===== src/rtl/nios2_qsys_0_mul_seq.sv =====
// Sequential 32x32 multiply built around one registered 16x16 unsigned multiplier.
// Define NIOS2_MUL_SEQ_MULX_EN to add the MULXUU/MULXSU/MULXSS high-word ops.
module nios2_qsys_0_mul_seq (
  input  logic        clk,
  input  logic        reset_n,
  input  logic        req_valid,
  output logic        req_ready,
  input  logic [1:0]  req_op,
  input  logic [31:0] req_src1,
  input  logic [31:0] req_src2,
  output logic        rsp_valid,
  input  logic        rsp_ready,
  output logic [31:0] rsp_result,
  output logic        busy,
  output logic [1:0]  dbg_state
);

  // Handshake: a request is taken on an edge with req_valid && req_ready; a
  // response is retired on an edge with rsp_valid && rsp_ready. rsp_valid and
  // rsp_result hold steady until retired; req_ready is high only in IDLE.

  typedef enum logic [1:0] {
    S_IDLE  = 2'd0,
    S_ISSUE = 2'd1,
    S_FINAL = 2'd2,
    S_DONE  = 2'd3
  } state_t;

  state_t      state;
  logic [31:0] a;
  logic [31:0] b;
  logic [63:0] acc;
  logic [1:0]  idx;
  logic [31:0] prod;
  logic [5:0]  prod_sh;

  logic [15:0] mul_a;
  logic [15:0] mul_b;
  logic [5:0]  issue_sh;
  logic [63:0] acc_sum;
  logic [1:0]  last_idx;
  logic [31:0] result_sel;

  // idx bit 0 picks the half of a, bit 1 the half of b: p0..p3 in order.
  assign mul_a    = idx[0] ? a[31:16] : a[15:0];
  assign mul_b    = idx[1] ? b[31:16] : b[15:0];
  assign issue_sh = (idx == 2'd0) ? 6'd0 : ((idx == 2'd3) ? 6'd32 : 6'd16);
  assign acc_sum  = acc + ({32'd0, prod} << prod_sh);

`ifdef NIOS2_MUL_SEQ_MULX_EN
  logic [1:0]  op;
  logic [31:0] hi_word;
  logic [31:0] corr_a;
  logic [31:0] corr_b;

  assign last_idx = (op == 2'd0) ? 2'd2 : 2'd3;
  assign hi_word  = acc_sum[63:32];
  // Signed high words come from the unsigned product minus the sign corrections.
  assign corr_a   = a[31] ? b : 32'd0;
  assign corr_b   = b[31] ? a : 32'd0;

  always_comb begin
    result_sel = acc_sum[31:0];
    case (op)
      2'd0: result_sel = acc_sum[31:0];
      2'd1: result_sel = hi_word;
      2'd2: result_sel = hi_word - corr_a;
      2'd3: result_sel = hi_word - corr_a - corr_b;
      default: result_sel = acc_sum[31:0];
    endcase
  end
`else
  logic unused_op;

  assign unused_op  = ^req_op;
  assign last_idx   = 2'd2;
  assign result_sel = acc_sum[31:0];
`endif

  always_ff @(posedge clk or negedge reset_n) begin
    if (!reset_n) begin
      state      <= S_IDLE;
      a          <= 32'd0;
      b          <= 32'd0;
      acc        <= 64'd0;
      idx        <= 2'd0;
      prod       <= 32'd0;
      prod_sh    <= 6'd0;
      rsp_valid  <= 1'b0;
      rsp_result <= 32'd0;
`ifdef NIOS2_MUL_SEQ_MULX_EN
      op         <= 2'd0;
`endif
    end else begin
      case (state)
        S_IDLE: begin
          if (req_valid) begin
            a       <= req_src1;
            b       <= req_src2;
            acc     <= 64'd0;
            idx     <= 2'd0;
            prod    <= 32'd0;
            prod_sh <= 6'd0;
`ifdef NIOS2_MUL_SEQ_MULX_EN
            op      <= req_op;
`endif
            state   <= S_ISSUE;
          end
        end
        S_ISSUE: begin
          // Fold in the product issued last cycle while issuing the next one.
          acc     <= acc_sum;
          prod    <= {16'd0, mul_a} * {16'd0, mul_b};
          prod_sh <= issue_sh;
          idx     <= idx + 2'd1;
          if (idx == last_idx) begin
            state <= S_FINAL;
          end
        end
        S_FINAL: begin
          acc        <= acc_sum;
          rsp_result <= result_sel;
          rsp_valid  <= 1'b1;
          state      <= S_DONE;
        end
        S_DONE: begin
          if (rsp_ready) begin
            rsp_valid <= 1'b0;
            state     <= S_IDLE;
          end
        end
        default: state <= S_IDLE;
      endcase
    end
  end

  assign req_ready = (state == S_IDLE);
  assign busy      = (state != S_IDLE);
  assign dbg_state = state;

endmodule


===== config.mk =====
export PLATFORM = sky130hd
export DESIGN_NAME = nios2_qsys_0_mul_seq
export DESIGN_NICKNAME = d
export VERILOG_FILES = /design/src/rtl/nios2_qsys_0_mul_seq.sv
export SDC_FILE = /design/constraint.sdc
export NUM_CORES = 1
export LEC_CHECK = 0
export ABC_AREA = 0
export CORE_ASPECT_RATIO = 1.25
export CORE_MARGIN = 8
export CORE_UTILIZATION = 35
export DETAILED_ROUTE_END_ITERATION = 7
export PLACE_DENSITY_LB_ADDON = 0.05
export SKIP_LAST_GASP = 1
export SLEW_MARGIN = 10
export SYNTH_ARGS = -nofsm -noshare
export SYNTH_HDL_FRONTEND = slang
export SYNTH_SLANG_ARGS = --single-unit

===== constraint.sdc =====
create_clock -name clk -period 8.9 [get_ports clk]
set_clock_uncertainty 0.05 [all_clocks]
set_input_delay 0.89 -clock clk [delete_from_list [all_inputs] [get_ports clk]]
set_output_delay 0.89 -clock clk [all_outputs]
set_load 0.05 [all_outputs]

=== Word level (Yosys, flattened, before mapping) ===
Index checks and enable logic that the tools add are counted.

* Register bits after elaboration: 203
* Output and inout port bits: 37
* Logic and storage cells: 51

* Add/sub/neg operators: 2
* Multiply operators: 1
* Eq/ne operators: 8
* Shift operators: 1
* Multiplexer cells: 18
* Reduce and logical (&&, ||, !) cells: 12

{| class="wikitable"
|+ Operators by type and width
! cell !! count
|-
| 64-bit one-hot mux with 2 select lines || 1
|-
| 64-bit adder || 1
|-
| 64-bit two-way mux || 1
|-
| 32-bit one-hot mux with 2 select lines || 1
|-
| 32-bit by 6-bit left shift with 64-bit output || 1
|-
| 16-bit by 16-bit multiplier with 32-bit output || 1
|-
| 16-bit two-way mux || 2
|-
| 32-bit two-way mux || 1
|-
| 6-bit two-way mux || 3
|-
| 6-bit one-hot mux with 2 select lines || 1
|-
| 2-bit == test, second input constant || 4
|-
| 2-bit two-way mux || 4
|-
| 2-bit one-hot mux with 4 select lines || 1
|-
| 2-bit AND reduction || 4
|-
| 2-bit nonzero test || 4
|-
| 2-bit inequality test, second input constant || 3
|-
| 2-bit zero test || 2
|-
| 2-bit one-hot mux with 2 select lines || 1
|-
| 3-bit AND reduction || 1
|-
| 2-bit by 1-bit adder with 2-bit output, second input constant || 1
|-
| 2-bit by 1-bit == test with 1-bit output, second input constant || 1
|-
| 1-bit one-hot mux with 2 select lines || 1
|-
| 2-bit OR reduction || 1
|-
| 1-bit two-way mux || 1
|}

=== Longest topological paths before layout ===
Gate-level depths: netlist of the first run.

* Depth in word-level cells: 4
* Mapped depth: 27
* Gate-level depth less buffers: 23

=== Least setup slack after synthesis of the first run ===
OpenSTA, ideal clock, no wires.

* Path type: reg2reg
* From: register idx[0]
* To: register prod[27]
* Arrival: 7011 ps
* Setup slack: 1717 ps
* Cell stages (with the launch flop): 24
* Path buffers: 4
* Period minus slack after synthesis: 7183 ps
* Cells stage by stage: dfrtp_1 -> clkbuf_1 -> buf_2 -> buf_1 -> mux2i_1 -> nor2_1 -> fa_1 -> inv_1 -> fa_1 -> fa_1 -> inv_1 -> fa_1 -> fa_1 -> inv_1 -> fa_1 -> inv_1 -> ha_1 -> buf_2 -> a211oi_1 -> a31oi_4 -> a221oi_4 -> o41ai_4 -> or3_1 -> a32o_1

* Longest elaborated chain between the ends: 3

{| class="wikitable"
|+ RTL lines
! what !! RTL line !! RTL
|-
| start, declared || 33 || <nowiki>logic [1:0] idx;</nowiki>
|-
| start signal, assigned || 115 || <nowiki>idx <= idx + 2'd1;</nowiki>
|-
| 16-bit two-way mux || 45 || <nowiki>assign mul_a = idx[0] ? a[31:16] : a[15:0];</nowiki>
|-
| 16-bit by 16-bit multiplier with 32-bit output || 113 || <nowiki>prod <= {16'd0, mul_a} * {16'd0, mul_b};</nowiki>
|-
| 32-bit one-hot mux with 2 select lines || 95 || <nowiki>case (state)</nowiki>
|-
| end signal, assigned || 113 ||
|-
| end, declared || 34 || <nowiki>logic [31:0] prod;</nowiki>
|}

No other way between the ends.
A chain may end at the register's enable or synchronous reset.

=== Worst setup path after layout of the first run ===
Ends and elaborated chain as after synthesis.

==> flow_summary.ini, run 1 <==
[clock_network]
h-tree-depth = 4
cts_setup_buffers = 0
post_cts_resized = 0
clockRootBuffer = clkbuf_16
cts_tree = done
clk_pin_slew_ns = 0.08
cts_sinks = 166
postCtsHoldBufs = 0
cts_buffers = 17
clk_latency_ns = 0.47
cts_buffer_depth = 2

[worst_setup_path]
cp_slowest_cell = mux2i_1
critPathCaptureType = flop
slowest_delay_ns = 0.73
reg2reg_depth = 20
path_cells = buf_4 -> mux2i_1 -> nor2_1 -> fa_1 -> inv_1 -> fa_1 -> fa_1 -> inv_1 -> fa_1 -> fa_1 -> inv_1 -> fa_1 -> inv_1 -> ha_1 -> a211oi_1 -> a31oi_4 -> a221oi_4 -> o41ai_4 -> or3_1 -> a32o_1
path_class = reg2reg
cp_top_family = adder cells
worstPathMaxFanout = 18
cp-start-kind = flop
cp_num_cells = 20
path_buf_inv = 5
crit_arrival_ns = 7.64
required_ns = 9.21
crit_top_cell = fa_1

[placement]
dpl_cell_area_mm2 = 0.0190
place_hpwl_mm = 39.3
io_buffers = 104
gp_congestion = 0.899

[logic_synthesis]
synth_cell_type_count = 69
ys_ff_latch = 166
syn_inst = 1780
synth_area_mm2 = 0.0172
yosys_warnings = 0
synth.avg_cell_area_um2 = 9.65
synth_edf_count = 0
synthArstFlopShare = 1.00
synth_nets = 2186
ys.flop_type = dfrtp_1
seq_area_frac_synth = 0.242

[routing]
wl_per_cell_um = 19.0
wl_mm = 48.0
dr.pass1.iters = 4
vias = 12500
vias_per_cell = 4.96
drtIter0Drc = 573
drc = 0
ant_nets = 0

[global_route]
antenna_found_initial = 0
grt_max_degree = 67
groute.usage.overall = 0.170
gr-total-overflow = 0
grt_pass1_vias = 13300
grt_pass1_wl_mm = 75.8

[timing]
tightest_slew_ns = 1.03
rsz0062_at_grt = false
finalMaxSlewViolations = 0
hold_viol = 0
period_minus_slack_ns = 7.33
relSlewSlack = 0.312
setup_viol = 0
final.period_utilization = 0.823
tns_ns = 0
clock.fmax_mhz = 136

[floorplanning]
die-area_mm2 = 0.0564
initial_utilization = 0.355
die_x_um = 214
coreArea_mm2 = 0.0484
io_pins = 107
die_h_um = 264
num_rows = 90

[final_layout]
fillerInstances = 4968
layout_commonest_cell = inv_1
layout-drive-gt1-share = 0.105
postLayoutCellArea_mm2 = 0.0196
mostFrequentLayoutCells = inv_1 (254), nand2_1 (204), fa_1 (195)
antenna_cells = 0
multi_input_comb_area_mm2 = 0.0118
fin_util = 0.405
area_growth_pct = 14.1
seq_area_mm2 = 0.00416
fin_nets = 2274

[run_status]
outcome = finished clean

[job]
maxCapViolations = 0

[worst_hold_path]
worstHoldPathType = in2async
-- cell type report --
type,instances,area share
sequential,166,0.212
tap,644,0.0411
multi-input combinational,1298,0.605
clock inverter,13,0.00728
timing repair buffer,131,0.0636
clock buffer,19,0.0226
inverter,254,0.0487
-- cells in the mapped netlist (32+ instances only) --
| master | n | area, µm² |
|---|---|---|
| a21o_1 | 32 | 240 |
| a21oi_1 | 63 | 315 |
| a22o_1 | 32 | 280 |
| clkbuf_1 | 54 | 203 |
| dfrtp_1 | 166 | 4150 |
| fa_1 | 195 | 3900 |
| ha_1 | 141 | 1760 |
| inv_1 | 254 | 953 |
| mux2_2 | 119 | 1340 |
| mux2i_1 | 50 | 500 |
| nand2_1 | 205 | 769 |
| nor2_1 | 169 | 634 |
| o21ai_0 | 57 | 285 |
| xnor2_1 | 33 | 289 |
-- worst register-to-register path, stage by stage (launching register included) --
cell and delay [ns]:
dfrtp_2 0.54, buf_4 0.34, mux2i_1 0.73, nor2_1 0.16
fa_1 0.56, inv_1 0.06, fa_1 0.49, fa_1 0.52
inv_1 0.05, fa_1 0.46, fa_1 0.54, inv_1 0.05
fa_1 0.53, inv_1 0.04, ha_1 0.39, a211oi_1 0.40
a31oi_4 0.20, a221oi_4 0.41, o41ai_4 0.14, or3_1 0.32
a32o_1 0.25
-- metrics by stage --
step | hold WS [ns] | worst slack, ns | cells
after floorplan | 0.399 | 1.72 | 1780
after global placement | 0.416 | 1.52 | 2493
after detailed placement | 0.421 | 1.53 | 2493
after CTS | 0.345 | 1.51 | 2525
after global routing | 0.371 | 1.24 | 2525
final | 0.338 | 1.57 | 2525
-- routing by layer --
metal / global-route usage / wire, µm
met5: 0 / 0
met4: 0.0642 / 1480
met3: 0.0234 / 1360
met2: 0.298 / 23800
met1: 0.211 / 21300
-- cell families after synthesis --
group / synth area share
fa+ha+maj: 0.330
compound gates: 0.106
flops: 0.242
mux: 0.107
simple gates: 0.120
buf+inv: 0.0694
xor+xnor: 0.0255
-- flip-flops by register name, indices dropped and copies added, names as in the netlist --
signal,cells
prod,32
idx,1
dbg_state,2
rsp_result,32
acc,32
prod_sh,2
b,32
rsp_valid,1
a,32
-- worst paths after layout --
check                         start             end  slack [ns]
hold reg to reg            prod[23]        prod[23]        0.43
min in group clk           prod[23]        prod[23]        0.43
setup / recovery             idx[0]        prod[27]        1.57
hold / removal              reset_n  rsp_result[27]        0.34
max in group asynchronous   reset_n            a[1]        7.23
setup reg to reg             idx[0]        prod[27]        1.57
Power of run 1 is not shown: default switching activity piles up to over one toggle a cycle in this logic, so the estimate is an artifact.
==> inputs of run 2 (changes only) <==
Clock period 8.9 ns to 6.6 ns, I/O delays scaled along.
==> run 2 against run 1 <==
Net effect: non-clock buffer count rose by 99; sequential share of layout area fell by 1.3 points; sequential cell count did not move; via count rose by 2.1%; routed wire length rose by 0.20%.
==> flow_summary.ini, run 2 (synthesis results as in run 1) <==
[placement]
place_hpwl_mm = 40.0
placedCellCount = 2572
dpl_cell_area_mm2 = 0.0197
io_buffers = 104
gp_congestion = 0.846
pre_cts_slack_ns = -0.0229

[clock_network]
cts_tree = done
h-tree-depth = 4
postCtsHoldBufs = 0
clk_latency_ns = 0.47
clk_pin_slew_ns = 0.07
cts_buffer_depth = 2
cts_buffers = 17
clockRootBuffer = clkbuf_16
cts_sinks = 166

[routing]
dr.pass1.iters = 5
wl_mm = 48.1
ant_nets = 0
drtIter0Drc = 530
vias_per_cell = 4.88
vias = 12800
drc = 0
wl_per_cell_um = 18.3

[global_route]
grt_pass1_vias = 13600
antenna_found_initial = 0
grt_pass1_wl_mm = 75.4
gr-total-overflow = 0
groute.usage.overall = 0.169
grt_max_degree = 107

[timing]
tns_ns = 0
hold_viol = 0
clock.fmax_mhz = 155
final.period_utilization = 0.976
worst_slack_ns = 0.160
setup_viol = 0
period_minus_slack_ns = 6.44
tightest_slew_ns = 0.861
finalMaxSlewViolations = 0
relSlewSlack = 0.426

[floorplanning]
die-area_mm2 = 0.0564
io_pins = 107
coreArea_mm2 = 0.0484
die_x_um = 214
initial_utilization = 0.355
die_h_um = 264
num_rows = 90

[worst_setup_path]
reg2reg_depth = 22
regToRegEndpoint = prod[27]
crit_arrival_ns = 6.74
cp_slowest_cell = fa_1
slowest_delay_ns = 0.54
cp_top_family = adder cells
r2r-start = idx[0]
path_cells = clkbuf_16 -> buf_4 -> mux2i_4 -> buf_4 -> nor2_1 -> fa_1 -> inv_1 -> fa_1 -> fa_1 -> inv_1 -> fa_1 -> fa_1 -> inv_1 -> fa_1 -> inv_1 -> ha_2 -> a211oi_2 -> a31oi_4 -> a221oi_4 -> o41ai_4 -> or3_1 -> a32o_1
cp-start-kind = flop
regToRegSetupSlack_ns = 0.16
cp_num_cells = 22
worstPathMaxFanout = 5
crit_top_cell = fa_1
critPathCaptureType = flop
path_buf_inv = 7
required_ns = 6.90
path_class = reg2reg

[job]
maxCapViolations = 0

[final_layout]
layout-drive-gt1-share = 0.171
mostFrequentLayoutCells = inv_1 (252), nand2_1 (203), fa_1 (192)
postLayoutCellArea_mm2 = 0.0208
final_cells = 2625
layout_commonest_cell = inv_1
area_growth_pct = 21.3
fin_nets = 2373

[run_status]
outcome = finished clean

[worst_hold_path]
worstHoldPathType = in2async
## run 2: what timing repair did
action	CTS	global route
endpoints found under the setup margin	2	13
pin swaps	0	36
setup buffers	0	18
cloned	0	2
gates resized for setup	2	63
## run 2: cell type report
type                    count  area [µm²]
well taps                 644         806
multi-input cells        1298       12200
clock inverters            13         149
clock buffers              19         433
repair buffers            230        2140
flip-flops and latches    166        4160
inverters                 254         953
diodes                      1        2.50
fillers                  4842       27600
## run 2: per-stage QoR
| stage | hold WS (ns) | utilization |
|---|---|---|
| floorplan | 0.314 | - |
| global route | 0.144 | 0.430 |
| detailed placement | 0.421 | 0.407 |
| CTS | 0.122 | 0.420 |
| finish | 0.113 | 0.430 |
| global placement | 0.413 | 0.407 |
## run 2: worst max-delay path by stage
stage,from,endpoint,slack [ns]
after global routing,idx[0],prod[27],-0.009
after detailed placement,idx[0],prod[28],-0.02
final,idx[0],prod[27],0.16
after CTS,idx[0],prod[27],0.03
after floorplan,prod_sh[4],prod[27],0.002
after global placement,idx[0],prod[28],0.02
## run 2: worst reg2reg max path, delay by kind of cell (launching register included)
kind            cells  cell delay, ns
mux                 1            0.30
compound gates      5            1.15
simple gates        2            0.37
fa+ha+maj           7            3.22
buf+inv             7            0.73
flops               1            0.51
## run 2: routing by layer
metal / share of wire / wire [µm] / global-route usage / up-vias
met5: 0 / 0 / 0 / -
met1: 0.43 / 20900 / 0.200 / 6305
met3: 0.026 / 1230 / 0.0259 / 68
met2: 0.51 / 24400 / 0.306 / 193
li1: - / - / - / 6231
met4: 0.033 / 1570 / 0.0607 / 0
Power of run 2 is left out for the same reason.
==> inputs of run 3 (changes only) <==
Settings changed: RECOVER_POWER set to 50.
==> run 3 against run 2 <==
Net effect: the run now ends with max-capacitance violations, max-slew violations left; register-to-register slack barely moved; routed wire length barely moved; non-clock buffer count did not move; first-iteration DRC count fell by 0.19%; die area did not move; count of clock-buffer cells in the layout unchanged; global-route usage is the same; critical path depth did not move; cell count unchanged; critical path type unchanged; largest cell class unchanged.
==> flow_summary.ini, run 3 (synthesis results as in run 1) <==
[placement]
io_buffers = 104
gp_congestion = 0.846
pre_cts_slack_ns = -0.0229
place_hpwl_mm = 40.0

[global_route]
groute.usage.overall = 0.169
antenna_found_initial = 0
grt_pass1_vias = 13600
grt_pass1_wl_mm = 75.4
gr-total-overflow = 0
grt_max_degree = 107

[floorplanning]
initial_utilization = 0.355
io_pins = 107
num_rows = 90
die_x_um = 214
die_h_um = 264
die-area_mm2 = 0.0564
coreArea_mm2 = 0.0484

[clock_network]
cts_buffers = 17
clockRootBuffer = clkbuf_16
clk_pin_slew_ns = 0.07
clk_latency_ns = 0.46
cts_tree = done
cts_sinks = 166
cts_buffer_depth = 2
h-tree-depth = 4
postCtsHoldBufs = 0

[run_status]
outcome = finished with violations
violations = max-capacitance violations, max-slew violations

[worst_setup_path]
reg2reg_depth = 22
crit_arrival_ns = 6.74
regToRegEndpoint = prod[27]
cp_top_family = adder cells
regToRegSetupSlack_ns = 0.16
crit_top_cell = fa_1
cp-start-kind = flop
required_ns = 6.90
path_cells = clkbuf_16 -> buf_4 -> mux2i_4 -> buf_4 -> nor2_1 -> fa_1 -> inv_1 -> fa_1 -> fa_1 -> inv_1 -> fa_1 -> fa_1 -> inv_1 -> fa_1 -> inv_1 -> ha_2 -> a211oi_2 -> a31oi_4 -> a221oi_4 -> o41ai_4 -> or3_1 -> a32o_1
path_class = reg2reg
path_buf_inv = 7
critPathCaptureType = flop
worstPathMaxFanout = 5
r2r-start = idx[0]
cp_slowest_cell = fa_1
slowest_delay_ns = 0.54

[worst_hold_path]
hold_end = prod[23]
min_from = prod[23]
min_path_cells = 2
worstHoldPathType = reg2reg

[timing]
relSlewSlack = -1.44
final.period_utilization = 0.975
hold_viol = 0
tightest_slew_ns = 3.66
setup_viol = 0
worst_slack_ns = 0.162
clock.fmax_mhz = 155
hold_ws_ns = 0.428
period_minus_slack_ns = 6.44
finalMaxSlewViolations = 165

[routing]
vias_per_cell = 4.88
dr.pass1.iters = 5
drtIter0Drc = 529
vias = 12800
drc = 0
wl_mm = 48.0
ant_nets = 0
wl_per_cell_um = 18.3

[final_layout]
mostFrequentLayoutCells = inv_1 (252), nand2_1 (203), fa_1 (192)
fin_util = 0.430
layout-drive-gt1-share = 0.170
area_growth_pct = 21.2
fillerInstances = 4848
layout_commonest_cell = inv_1
fin_nets = 2373

[job]
maxCapViolations = 3
-- run 3: cell count changes in the layout (fill, tap and decap cells not counted), sizes merged --
cell / change
buf: -3
clkbuf: +3
-- run 3: repair_timing --
item | 4_1_cts | 5_1_grt
setup endpoints to repair | 2 | 13
pin swaps | 0 | 36
cloned | 0 | 2
gates resized for setup | 2 | 63
setup buffers | 0 | 18
-- run 3: worst max-delay path by stage --
stage,startpoint,end,depth (start not counted)
floorplan,prod_sh[4],prod[27],23
global placement,idx[0],prod[28],23
detailed placement,idx[0],prod[28],23
CTS,idx[0],prod[27],22
global route,idx[0],prod[27],22
finish,idx[0],prod[27],22
-- run 3: cell type report --
| type | count | area, µm² | share of cell area |
|---|---|---|---|
| flip-flops and latches | 166 | 4160 | 0.200 |
| clock buffers | 19 | 433 | 0.0208 |
| diodes | 1 | 2.50 | 0.000120 |
| clock inverters | 13 | 149 | 0.00715 |
| well taps | 644 | 806 | 0.0387 |
| repair buffers | 230 | 2130 | 0.102 |
| inverters | 254 | 953 | 0.0458 |
| multi-input cells | 1298 | 12200 | 0.586 |
-- run 3: routing by layer --
metal  share of wire  vias up  track usage
met5               0        -            0
met4           0.033        0       0.0607
met3           0.026       68       0.0259
met2            0.51      191        0.306
met1            0.43     6312        0.200
li1                -     6232            -
-- run 3: metrics by stage --
step           instance area (µm²)  TNS, ns  instances
2_1_floorplan                17200        0       1780
3_3_place_gp                 19700        0       2572
3_5_place_dp                 19700  -0.0229       2572
4_1_cts                      20300        0       2604
5_1_grt                      20800  -0.0136       2624
6_report                     20800        0       2625
-- run 3: worst reg2reg max path: stages (launching register included) --
cell	delay, ns
dfrtp_2	0.51
clkbuf_16	0.22
buf_4	0.13
mux2i_4	0.29
buf_4	0.19
nor2_1	0.06
fa_1	0.47
inv_1	0.05
fa_1	0.47
fa_1	0.51
inv_1	0.05
fa_1	0.50
fa_1	0.54
inv_1	0.05
fa_1	0.52
inv_1	0.04
ha_2	0.21
a211oi_2	0.27
a31oi_4	0.15
a221oi_4	0.37
o41ai_4	0.11
or3_1	0.31
a32o_1	0.25
Power of run 3 is left out for the same reason.
